===== config.mk =====
export PLATFORM = sky130hd
export DESIGN_NAME = ex_stage_md_flat
export DESIGN_NICKNAME = d
export VERILOG_FILES = /design/src/rtl/ex_stage_md_pkg.sv /design/src/rtl/ex_stage_md_if.sv /design/src/rtl/ex_muldiv_iter.sv /design/src/rtl/ex_stage_md.sv /design/src/flat_wrapper.sv
export SDC_FILE = /design/constraint.sdc
export NUM_CORES = 1
export LEC_CHECK = 0
export CELL_PAD_IN_SITES_DETAIL_PLACEMENT = 1
export CELL_PAD_IN_SITES_GLOBAL_PLACEMENT = 2
export CORE_ASPECT_RATIO = 0.5
export CORE_MARGIN = 5
export CORE_UTILIZATION = 26
export DETAILED_ROUTE_END_ITERATION = 6
export GPL_ROUTABILITY_DRIVEN = 0
export PLACE_DENSITY_LB_ADDON = 0.1
export SLEW_MARGIN = 20
export SYNTH_ARGS = -nofsm -noshare
export SYNTH_HDL_FRONTEND = slang
export SYNTH_HIERARCHICAL = 1
export SYNTH_SLANG_ARGS = --single-unit

===== constraint.sdc =====
create_clock -name vclk -period 3.7
set_input_delay 0.555 -clock vclk [all_inputs]
set_output_delay 0.555 -clock vclk [all_outputs]
set_load 0.005 [all_outputs]

===== src/rtl/ex_stage_md_pkg.sv =====
// Shared constants for the execute stage: aluop encodings, multiply/divide FSM
// states and op selects, and the legacy enable constants.
package ex_pkg;

    localparam logic [7:0] EXE_NOP_OP  = 8'h00;
    localparam logic [7:0] EXE_ADD_OP  = 8'h01;
    localparam logic [7:0] EXE_SUB_OP  = 8'h02;
    localparam logic [7:0] EXE_AND_OP  = 8'h03;
    localparam logic [7:0] EXE_OR_OP   = 8'h04;
    localparam logic [7:0] EXE_XOR_OP  = 8'h05;
    localparam logic [7:0] EXE_SLT_OP  = 8'h06;
    localparam logic [7:0] EXE_LUI_OP  = 8'h07;
    localparam logic [7:0] EXE_JAL_OP  = 8'h08;
    localparam logic [7:0] EXE_BEQ_OP  = 8'h09;
    localparam logic [7:0] EXE_BNE_OP  = 8'h0A;
    localparam logic [7:0] EXE_LW_OP   = 8'h0B;
    localparam logic [7:0] EXE_SW_OP   = 8'h0C;
    localparam logic [7:0] EXE_MUL_OP  = 8'h0D;
    localparam logic [7:0] EXE_DIVU_OP = 8'h0E;
    localparam logic [7:0] EXE_REMU_OP = 8'h0F;

    // Multiply/divide FSM states, kept as plain constants for older tools.
    localparam logic [1:0] MD_IDLE = 2'd0;
    localparam logic [1:0] MD_BUSY = 2'd1;
    localparam logic [1:0] MD_DONE = 2'd2;

    localparam logic [1:0] MD_MUL  = 2'd0;
    localparam logic [1:0] MD_DIVU = 2'd1;
    localparam logic [1:0] MD_REMU = 2'd2;

    localparam logic Branch       = 1'b1;
    localparam logic NotBranch    = 1'b0;
    localparam logic ChipEnable   = 1'b1;
    localparam logic ChipDisable  = 1'b0;
    localparam logic WriteEnable  = 1'b1;
    localparam logic WriteDisable = 1'b0;

    localparam int               ZERO_WORD_W = 32;
    localparam logic [ZERO_WORD_W-1:0] ZeroWord = '0;

endpackage


===== src/rtl/ex_stage_md_if.sv =====
// ID/EX-to-EX/MEM bundle for the execute stage. The master (decode side) drives
// the *_i fields; the slave (ex_stage_md) drives the *_o fields and md_state.
interface ex_stage_md_if #(
    parameter int WIDTH   = 32,
    parameter int REG_AW  = 5,
    parameter int ALUOP_W = 8
);
    // Handshake: while stall_req_o is 1 the master holds every *_i field
    // stable and EX/MEM loads a bubble; the stage is accepted when it is 0.
    logic               flush_i;
    logic [WIDTH-1:0]   pc_i;
    logic [ALUOP_W-1:0] aluop_i;
    logic [WIDTH-1:0]   reg1_i;
    logic [WIDTH-1:0]   reg2_i;
    logic [WIDTH-1:0]   imm_i;
    logic [REG_AW-1:0]  wd_i;
    logic               wreg_i;

    logic               stall_req_o;
    logic [REG_AW-1:0]  wd_o;
    logic               wreg_o;
    logic [WIDTH-1:0]   wdata_o;
    logic [ALUOP_W-1:0] aluop_o;
    logic               branch_flag_o;
    logic [WIDTH-1:0]   branch_target_address_o;
    logic [WIDTH-1:0]   mem_addr_o;
    logic               mem_ce_o;
    logic               mem_we_o;
    logic [WIDTH-1:0]   mem_data_o;
    logic [1:0]         md_state;

    modport master (
        output flush_i, pc_i, aluop_i, reg1_i, reg2_i, imm_i, wd_i, wreg_i,
        input  stall_req_o, wd_o, wreg_o, wdata_o, aluop_o, branch_flag_o,
               branch_target_address_o, mem_addr_o, mem_ce_o, mem_we_o,
               mem_data_o, md_state
    );

    modport slave (
        input  flush_i, pc_i, aluop_i, reg1_i, reg2_i, imm_i, wd_i, wreg_i,
        output stall_req_o, wd_o, wreg_o, wdata_o, aluop_o, branch_flag_o,
               branch_target_address_o, mem_addr_o, mem_ce_o, mem_we_o,
               mem_data_o, md_state
    );
endinterface


===== src/rtl/ex_muldiv_iter.sv =====
// Iterative engine: unsigned shift-add multiply (low WIDTH bits) and restoring
// unsigned divide/remainder, one bit per cycle over WIDTH cycles.
module ex_muldiv_iter
    import ex_pkg::*;
#(
    parameter int WIDTH = 32
) (
    input  logic             clk,
    input  logic             rst,
    input  logic             start,
    input  logic [1:0]       op,
    input  logic [WIDTH-1:0] a,
    input  logic [WIDTH-1:0] b,
    input  logic             flush,
    output logic             busy,
    output logic             done,
    output logic [WIDTH-1:0] result,
    output logic [1:0]       state
);
    localparam int CW = $clog2(WIDTH + 1);

    logic [1:0]       state_q;
    logic [1:0]       op_q;
    logic [CW-1:0]    cnt_q;
    // acc: product or partial remainder; x: multiplier or dividend/quotient;
    // y: shifting multiplicand or fixed divisor.
    logic [WIDTH-1:0] acc_q, x_q, y_q, res_q;
    logic [WIDTH-1:0] acc_n, x_n, y_n, res_n;
    logic [WIDTH:0]   tmp, diff;
    logic             unused_diff_msb;

    assign unused_diff_msb = diff[WIDTH];

    always_comb begin
        acc_n = acc_q;
        x_n   = x_q;
        y_n   = y_q;
        tmp   = {acc_q, x_q[WIDTH-1]};
        diff  = tmp - {1'b0, y_q};
        if (op_q == MD_MUL) begin
            if (x_q[0]) acc_n = acc_q + y_q;
            x_n = x_q >> 1;
            y_n = y_q << 1;
        end else if (tmp >= {1'b0, y_q}) begin
            acc_n = diff[WIDTH-1:0];
            x_n   = {x_q[WIDTH-2:0], 1'b1};
        end else begin
            acc_n = tmp[WIDTH-1:0];
            x_n   = {x_q[WIDTH-2:0], 1'b0};
        end
        res_n = (op_q == MD_DIVU) ? x_n : acc_n;
    end

    always_ff @(posedge clk) begin
        if (rst) begin
            state_q <= MD_IDLE;
            op_q    <= MD_MUL;
            cnt_q   <= '0;
            acc_q   <= '0;
            x_q     <= '0;
            y_q     <= '0;
            res_q   <= '0;
        end else begin
            case (state_q)
                MD_IDLE: begin
                    if (start) begin
                        op_q    <= op;
                        cnt_q   <= CW'(WIDTH);
                        acc_q   <= '0;
                        x_q     <= (op == MD_MUL) ? b : a;
                        y_q     <= (op == MD_MUL) ? a : b;
                        state_q <= MD_BUSY;
                    end
                end
                MD_BUSY: begin
                    if (flush) begin
                        state_q <= MD_IDLE;
                    end else begin
                        acc_q <= acc_n;
                        x_q   <= x_n;
                        y_q   <= y_n;
                        cnt_q <= cnt_q - CW'(1);
                        if (cnt_q == CW'(1)) begin
                            state_q <= MD_DONE;
                            res_q   <= res_n;
                        end
                    end
                end
                // DONE always returns to IDLE so the still-held op cannot restart.
                default: state_q <= MD_IDLE;
            endcase
        end
    end

    assign busy   = (state_q == MD_BUSY);
    assign done   = (state_q == MD_DONE);
    assign result = res_q;
    assign state  = state_q;

endmodule


===== src/rtl/ex_stage_md.sv =====
// Execute stage: combinational ALU/branch/jump/load-store decode plus an optional
// iterative MUL/DIVU/REMU engine, built only when EX_MULDIV_EN is defined.
module ex_stage_md
    import ex_pkg::*;
#(
    parameter int WIDTH   = 32,
    parameter int REG_AW  = 5,
    parameter int ALUOP_W = 8
) (
    input logic          clk,
    input logic          rst,
    ex_stage_md_if.slave bus
);
    logic             md_req;
    logic             md_busy;
    logic             md_done;
    logic [WIDTH-1:0] md_result;
    logic             md_kill;

`ifdef EX_MULDIV_EN
    logic       is_md;
    logic [1:0] md_op;

    always_comb begin
        is_md = 1'b1;
        md_op = MD_MUL;
        case (bus.aluop_i)
            ALUOP_W'(EXE_MUL_OP):  md_op = MD_MUL;
            ALUOP_W'(EXE_DIVU_OP): md_op = MD_DIVU;
            ALUOP_W'(EXE_REMU_OP): md_op = MD_REMU;
            default:               is_md = 1'b0;
        endcase
    end

    // A new request is only possible in IDLE; the stall it raises is combinational.
    assign md_req = is_md & ~md_busy & ~md_done;

    ex_muldiv_iter #(.WIDTH(WIDTH)) u_muldiv (
        .clk    (clk),
        .rst    (rst),
        .start  (md_req),
        .op     (md_op),
        .a      (bus.reg1_i),
        .b      (bus.reg2_i),
        .flush  (bus.flush_i),
        .busy   (md_busy),
        .done   (md_done),
        .result (md_result),
        .state  (bus.md_state)
    );
`else
    logic unused_md_inputs;

    assign unused_md_inputs = clk ^ bus.flush_i;
    assign md_req       = 1'b0;
    assign md_busy      = 1'b0;
    assign md_done      = 1'b0;
    assign md_result    = '0;
    assign bus.md_state = MD_IDLE;
`endif

    assign md_kill = bus.flush_i & (md_busy | md_done);

    always_comb begin
        bus.stall_req_o             = 1'b0;
        bus.wd_o                    = '0;
        bus.wreg_o                  = WriteDisable;
        bus.wdata_o                 = '0;
        bus.aluop_o                 = bus.aluop_i;
        bus.branch_flag_o           = NotBranch;
        bus.branch_target_address_o = '0;
        bus.mem_addr_o              = '0;
        bus.mem_ce_o                = ChipDisable;
        bus.mem_we_o                = WriteDisable;
        bus.mem_data_o              = '0;
        if (rst || md_kill) begin
            bus.aluop_o = '0;
        end else begin
            bus.stall_req_o = md_busy | md_req;
            case (bus.aluop_i)
                ALUOP_W'(EXE_ADD_OP), ALUOP_W'(EXE_SUB_OP), ALUOP_W'(EXE_AND_OP),
                ALUOP_W'(EXE_OR_OP), ALUOP_W'(EXE_XOR_OP), ALUOP_W'(EXE_SLT_OP),
                ALUOP_W'(EXE_LUI_OP): begin
                    bus.wd_o   = bus.wd_i;
                    bus.wreg_o = bus.wreg_i;
                    case (bus.aluop_i)
                        ALUOP_W'(EXE_ADD_OP): bus.wdata_o = bus.reg1_i + bus.reg2_i;
                        ALUOP_W'(EXE_SUB_OP): bus.wdata_o = bus.reg1_i - bus.reg2_i;
                        ALUOP_W'(EXE_AND_OP): bus.wdata_o = bus.reg1_i & bus.reg2_i;
                        ALUOP_W'(EXE_OR_OP):  bus.wdata_o = bus.reg1_i | bus.reg2_i;
                        ALUOP_W'(EXE_XOR_OP): bus.wdata_o = bus.reg1_i ^ bus.reg2_i;
                        ALUOP_W'(EXE_SLT_OP):
                            bus.wdata_o = WIDTH'($signed(bus.reg1_i) < $signed(bus.reg2_i));
                        default:              bus.wdata_o = bus.imm_i;
                    endcase
                end
                ALUOP_W'(EXE_JAL_OP): begin
                    bus.wd_o                    = bus.wd_i;
                    bus.wreg_o                  = bus.wreg_i;
                    bus.wdata_o                 = bus.pc_i + WIDTH'(4);
                    bus.branch_flag_o           = Branch;
                    bus.branch_target_address_o = bus.pc_i + bus.imm_i;
                end
                ALUOP_W'(EXE_BEQ_OP), ALUOP_W'(EXE_BNE_OP): begin
                    if ((bus.reg1_i == bus.reg2_i) == (bus.aluop_i == ALUOP_W'(EXE_BEQ_OP))) begin
                        bus.branch_flag_o           = Branch;
                        bus.branch_target_address_o = bus.pc_i + bus.imm_i;
                    end
                end
                ALUOP_W'(EXE_LW_OP): begin
                    bus.wd_o       = bus.wd_i;
                    bus.wreg_o     = bus.wreg_i;
                    bus.mem_ce_o   = ChipEnable;
                    bus.mem_addr_o = bus.reg1_i + bus.imm_i;
                end
                ALUOP_W'(EXE_SW_OP): begin
                    bus.mem_ce_o   = ChipEnable;
                    bus.mem_we_o   = WriteEnable;
                    bus.mem_addr_o = bus.reg1_i + bus.imm_i;
                    bus.mem_data_o = bus.reg2_i;
                end
                ALUOP_W'(EXE_MUL_OP), ALUOP_W'(EXE_DIVU_OP), ALUOP_W'(EXE_REMU_OP): begin
                    if (md_done) begin
                        bus.wd_o    = bus.wd_i;
                        bus.wreg_o  = bus.wreg_i;
                        bus.wdata_o = md_result;
                    end
                end
                default: ;
            endcase
        end
    end

endmodule


===== src/flat_wrapper.sv =====
// flat-port wrapper written by rule: the top's interface ports become plain ports
module ex_stage_md_flat import ex_pkg::*;
#(
    parameter int WIDTH   = 32,
    parameter int REG_AW  = 5,
    parameter int ALUOP_W = 8
)
  (clk, rst, bus_flush_i, bus_pc_i, bus_aluop_i, bus_reg1_i, bus_reg2_i, bus_imm_i, bus_wd_i, bus_wreg_i, bus_stall_req_o, bus_wd_o, bus_wreg_o, bus_wdata_o, bus_aluop_o, bus_branch_flag_o, bus_branch_target_address_o, bus_mem_addr_o, bus_mem_ce_o, bus_mem_we_o, bus_mem_data_o, bus_md_state);
  ex_stage_md_if #(.WIDTH(WIDTH), .REG_AW(REG_AW), .ALUOP_W(ALUOP_W)) bus_i ();
  input logic clk;
  input logic rst;
  input wire logic [$bits(bus_i.flush_i)-1:0] bus_flush_i;
  input wire logic [$bits(bus_i.pc_i)-1:0] bus_pc_i;
  input wire logic [$bits(bus_i.aluop_i)-1:0] bus_aluop_i;
  input wire logic [$bits(bus_i.reg1_i)-1:0] bus_reg1_i;
  input wire logic [$bits(bus_i.reg2_i)-1:0] bus_reg2_i;
  input wire logic [$bits(bus_i.imm_i)-1:0] bus_imm_i;
  input wire logic [$bits(bus_i.wd_i)-1:0] bus_wd_i;
  input wire logic [$bits(bus_i.wreg_i)-1:0] bus_wreg_i;
  output wire logic [$bits(bus_i.stall_req_o)-1:0] bus_stall_req_o;
  output wire logic [$bits(bus_i.wd_o)-1:0] bus_wd_o;
  output wire logic [$bits(bus_i.wreg_o)-1:0] bus_wreg_o;
  output wire logic [$bits(bus_i.wdata_o)-1:0] bus_wdata_o;
  output wire logic [$bits(bus_i.aluop_o)-1:0] bus_aluop_o;
  output wire logic [$bits(bus_i.branch_flag_o)-1:0] bus_branch_flag_o;
  output wire logic [$bits(bus_i.branch_target_address_o)-1:0] bus_branch_target_address_o;
  output wire logic [$bits(bus_i.mem_addr_o)-1:0] bus_mem_addr_o;
  output wire logic [$bits(bus_i.mem_ce_o)-1:0] bus_mem_ce_o;
  output wire logic [$bits(bus_i.mem_we_o)-1:0] bus_mem_we_o;
  output wire logic [$bits(bus_i.mem_data_o)-1:0] bus_mem_data_o;
  output wire logic [$bits(bus_i.md_state)-1:0] bus_md_state;
  assign bus_i.flush_i = bus_flush_i;
  assign bus_i.pc_i = bus_pc_i;
  assign bus_i.aluop_i = bus_aluop_i;
  assign bus_i.reg1_i = bus_reg1_i;
  assign bus_i.reg2_i = bus_reg2_i;
  assign bus_i.imm_i = bus_imm_i;
  assign bus_i.wd_i = bus_wd_i;
  assign bus_i.wreg_i = bus_wreg_i;
  assign bus_stall_req_o = bus_i.stall_req_o;
  assign bus_wd_o = bus_i.wd_o;
  assign bus_wreg_o = bus_i.wreg_o;
  assign bus_wdata_o = bus_i.wdata_o;
  assign bus_aluop_o = bus_i.aluop_o;
  assign bus_branch_flag_o = bus_i.branch_flag_o;
  assign bus_branch_target_address_o = bus_i.branch_target_address_o;
  assign bus_mem_addr_o = bus_i.mem_addr_o;
  assign bus_mem_ce_o = bus_i.mem_ce_o;
  assign bus_mem_we_o = bus_i.mem_we_o;
  assign bus_mem_data_o = bus_i.mem_data_o;
  assign bus_md_state = bus_i.md_state;
  ex_stage_md #(.WIDTH(WIDTH), .REG_AW(REG_AW), .ALUOP_W(ALUOP_W)) u_core (.clk(clk), .rst(rst), .bus(bus_i));
endmodule

Yosys cells after proc, flatten, opt, wreduce, memory -nomap -nowiden
Index checks and enable logic that the tools add are counted.
{"block": "word_totals", "ff_bits": 0, "in_bits": 145, "output_inout_bits": 148, "wordCells": 49}
{"block": "op_classes", "addsub": 5, "n_lt_le_gt_ge": 1, "eq_ne": 14, "n_mux": 22, "bitwise_logic": 3, "reduce_logical": 4}
{"op": "$mux 32", "n": 7}
{"op": "$pmux 32 s6", "n": 1}
{"op": "$pmux 32 s2", "n": 2}
{"op": "$add 32x32->32", "n": 3}
{"op": "$eq 8x4->1 const B", "n": 5}
{"op": "$add 32x3->32 const B", "n": 1}
{"op": "$and 32x32->32", "n": 1}
{"op": "$eq 32x32->1", "n": 1}
{"op": "$eq 8x3->1 const B", "n": 4}
{"op": "$lt 32x32->1", "n": 1}
{"op": "$or 32x32->32", "n": 1}
{"op": "$sub 32x32->32", "n": 1}
{"op": "$xor 32x32->32", "n": 1}
{"op": "$eq 8x2->1 const B", "n": 2}
{"op": "$mux 5", "n": 2}
{"op": "$reduce_or 9->1", "n": 1}
{"op": "$eq 8x1->1 const B", "n": 1}
{"op": "$mux 1", "n": 8}
{"op": "$mux 8", "n": 1}
{"op": "$reduce_or 7->1", "n": 1}
{"op": "$reduce_or 2->1", "n": 2}
{"op": "$pmux 1 s2", "n": 1}
{"op": "$eq 1x1->1", "n": 1}

Depth between registers and ports, before layout
{"block": "logic_depth", "word_depth": 5, "depth_mapped": 13, "ltp_nobuf": 13}

Least setup slack after synthesis
No wires, ideal clock.
{"block": "synth_path", "path_type": "in2out", "start": "input port bus_reg1_i[0]", "end": "output port bus_wdata_o[30]", "arrival_ps": 2959, "setup_slack_ps": 186, "cell_stages": 13, "path_buffers": 0, "cell_sequence": "inv_1 > ha_1 > inv_1 > fa_1 > nor2b_1 > o21a_1 > o22ai_2 > o211ai_4 > a2bb2oi_1 > a221oi_2 > mux2i_1 > nor2_1 > a221oi_1"}
{"block": "synth_via", "elab_chain_len": 4, "elab_cells_between_ends": 5}
{"element": "start, declared", "line": "flat_wrapper.sv:15", "text": "input wire logic [$bits(bus_i.reg1_i)-1:0] bus_reg1_i;"}
{"element": "$sub 32x32->32 / $add 32x32->32 (equally long branches)", "line": "ex_stage_md.sv:88, ex_stage_md.sv:87"}
{"element": "$pmux 32 s6 *", "line": "ex_stage_md.sv:86", "text": "case (bus.aluop_i)"}
{"element": "$pmux 32 s2 *", "line": "ex_stage_md.sv:80", "text": "case (bus.aluop_i)"}
{"element": "$mux 32 *", "line": "ex_stage_md.sv:76", "text": "if (rst || md_kill) begin"}
{"element": "end, declared", "line": "flat_wrapper.sv:23", "text": "output wire logic [$bits(bus_i.wdata_o)-1:0] bus_wdata_o;"}
Mark *: on every way between the ends. The rest lies on a longest branch, timed or not.

Worst setup path in the final report
{"block": "layout_path", "start": "input port bus_reg1_i[0]", "end": "output port bus_wdata_o[16]"}
The elaborated chain is that of the path after synthesis.

==> results by group <==
Run status
  – Status: finished, violations left
  – Failing checks: negative setup slack

Timing
  – Final hold viol count: 0
  – Min Tclk post-route: ~4 ns
  – Setup violators final: a little under 60
  – Worst relative slew slack: slightly above 60%
  – Worst slew pin tran: approximately 0.57 ns
  – Fmax: approximately 240 MHz
  – Final worst setup slack: -0.395 ns
  – Tcrit/Tclk final: 111%
  – RSZ-0062 raised after global routing: yes
  – Slew Limit Fails: 0

Logic synthesis
  – Syn. warnings: 6
  – Sequential-to-total area share from yosys stat: 0%
  – Mapped Area: about 10000 sq um
  – Synth Instances: 1,532
  – Avg Inst Size Synth: between 6 and 7 sq um
  – Number of distinct library cells after synthesis: between 70 and 80

GRT
  – Tot GR Track Use: 31.2%
  – Met1 Use GR: about 37%
  – Met2 usage: a little under three fifths
  – Global-route wire length before repair: around 110 mm
  – Vias in the first global route: 18,100
  – Initial antenna violation count: 5
  – Largest net degree at the start of global routing: 35
  – Total grt overflow: 0
  – Met3 GRT Util: between 3 and 4%
  – Busiest grt layer: met2

Power
  – Pint: between 0.001 and 0.0015 W
  – Logic pwr share: 100.0%
  – P_sw: 0.00155 W
  – Max rail drop VDD: 55.8 uV
  – Sw frac: between 50% and 60%
  – Leakage: ~10 nW
  – Seq pwr share: 0%
  – Clock power frac: 0%
  – Pwr Density: 141 nW/um^2

Worst hold path
  – Worst hold-check path type: in -> out

Drt
  – Drt wl/cell: roughly 25 um
  – DR iter-0 viols: between 1,000 and 1,500
  – Via Count: about 17,000
  – Routed Antenna Nets: 0
  – Residual DRC count: 0
  – DRT Wirelength: around 74 mm
  – Via/cell ratio: 5.65
  – Drt pass-1 iters: 5

Critical path
  – CP arrival: around 3.5 ns
  – Max FO, Critical Path: 3
  – Worst setup path class: in -> out
  – CP Capture Type: primary output
  – Startpoint types: input port
  – WP data required: roughly 3.1 ns

Floorplan
  – Die height: ~150 um
  – Die area: approximately 42,000 sq um
  – Row cnt: 50
  – Initial Utilization: between 20% and 30%
  – Ports: just under 300
  – Die W: 286 um
  – CORE AREA: 37,500 sq um

Final layout
  – Non-Filler Instances: 2,981
  – Area Overhead vs Synth: 118%
  – Layout cells sized above 1: 51.6%
  – Clock buffers: 0
  – Seq_cells: 0
  – Register area: 0 sq um
  – Nets: approximately 2,800
  – Final instance area: approximately 22,000 sq um
  – Final core utilization: 57.5%
  – # fillers: approximately 4,500

Placed design
  – Post-DP HPWL: between 50 and 60 mm
  – Post-DP Area: 17,900 sq um
  – Placed Cells: around 2,900
  – Setup WS pre-CTS: -1.66 ns
  – Port Buf Inserts: about 290

Job
  – Number of max-cap violations: 0
[power by group through the flow]
stage,Sequential (W),Clock (W),Combinational [W]
finish,0,0.000000000182,0.00303
floorplan,0,0,0.000987
global route,0,0.000000000181,0.00318
detailed placement,0,0,0.00223
CTS,0,0,0.00265
global placement,0,0,0.00214
[critical path, cell delays in order]
cell      delay (ns)
buf_8           0.10
inv_4           0.06
ha_4            0.13
inv_2           0.04
fa_2            0.37
nor2b_4         0.15
o21a_1          0.22
o22ai_4         0.23
o211ai_4        0.14
buf_4           0.18
a211o_1         0.32
buf_4           0.16
buf_6           0.11
a2111o_1        0.43
o21ai_2         0.10
a21oi_1         0.10
clkbuf_2        0.13
[synth_stat cells (5+ instances only)]
master	n	share of area (%)
o2111ai_1	6	0.53
nand3_1	47	2.4
a31o_2	7	0.62
o21a_1	16	1.2
o21bai_1	25	1.9
or3_1	14	0.89
ha_1	166	21
o21ai_0	108	5.5
and2_1	16	1.0
xor2_1	43	3.8
inv_1	117	4.4
a21o_1	44	3.3
a221o_1	6	0.61
nand2_1	96	3.6
a211o_1	5	0.44
and3_1	15	0.95
nor3_1	69	3.5
a221oi_1	22	2.0
clkbuf_1	57	2.2
nor2_1	176	6.7
a31oi_1	23	1.5
or2_2	7	0.44
mux2i_1	5	0.51
a22oi_1	5	0.38
o221ai_1	7	0.62
a21oi_1	146	7.4
or4_1	5	0.38
o211ai_1	11	0.84
nor4_1	13	0.82
buf_4	5	0.38
a211oi_1	28	2.1
nor2b_1	22	1.4
nand4_1	20	1.3
o31ai_1	12	0.91
o22ai_1	12	0.76
nand2b_1	12	0.76
xnor2_1	49	4.3
buf_2	16	0.81
[kinds of logic (layout without fill, tap and decap cells)]
group           Yosys count  count (layout)  share of synthesized area [%]
mux                       5               5                          0.507
simple gates            529             529                           25.6
compound gates          536             536                           35.9
buf+inv                 199            1147                           7.97
xor+xnor                 92              92                           8.16
other cells               1               8                         0.0380
fa+ha+maj               170             170                           21.8
[worst paths after layout]
| kind | from | to | slack [ns] | depth (start not counted) |
|---|---|---|---|---|
| worst min-delay path | bus_imm_i[0] | bus_branch_target_address_o[0] | 1.65 | 4 |
| worst max-delay path | bus_reg1_i[0] | bus_wdata_o[16] | -0.39 | 17 |
[cells in the final DEF, fill, tap and decap left out, drive strengths merged, types with 12 or more instances in the layout]
cell,n
nand2b,12
xnor2,49
o211ai,12
o31ai,13
a21o,44
o21a,16
a221oi,24
or3,14
clkdlybuf4s50,115
nand2,96
o21ai,109
nor2b,23
dlygate4sd2,49
nor2,178
buf,827
nor3,70
o22ai,13
ha,166
a21oi,147
nor4,14
a31oi,23
and2,16
clkbuf,19
a211oi,28
o21bai,25
and3,15
nand4,20
xor2,43
inv,116
nand3,47
[metrics by stage]
step | hold slack, ns | TNS, ns | total power [W]
after floorplan | 1.15 | 0 | 0.000987
after CTS | 1.80 | -8.28 | 0.00265
after detailed placement | 2.06 | -103.39 | 0.00223
after global placement | 2.07 | -99.01 | 0.00214
final | 1.65 | -8.68 | 0.00303
after global routing | 1.66 | -12.08 | 0.00318
[final cells by class]
cell class	count	area (sq um)	share of cell area (%)
multi-input combinational	1335	11800	55.0
timing repair buffer	1030	8580	39.8
tap	494	618	2.87
inverter	117	487	2.26
antenna	5	12.5	0.0581
[per-layer routing]
metal / share of wire [%] / up-vias
met5: 0 / -
met4: 5.4 / 0
met3: 5.1 / 239
met2: 49 / 675
met1: 40 / 8400
li1: - / 7516
[what timing repair did]
item | CTS | global route
gates resized for setup | 839 | 350
cloned | 3 | 1
endpoints found under the setup margin | 93 | 87
pin swaps | 168 | 203
buffers inserted | 74 | 43
hold buffers | 0 | 0
(Power assumes the default switching activity.)
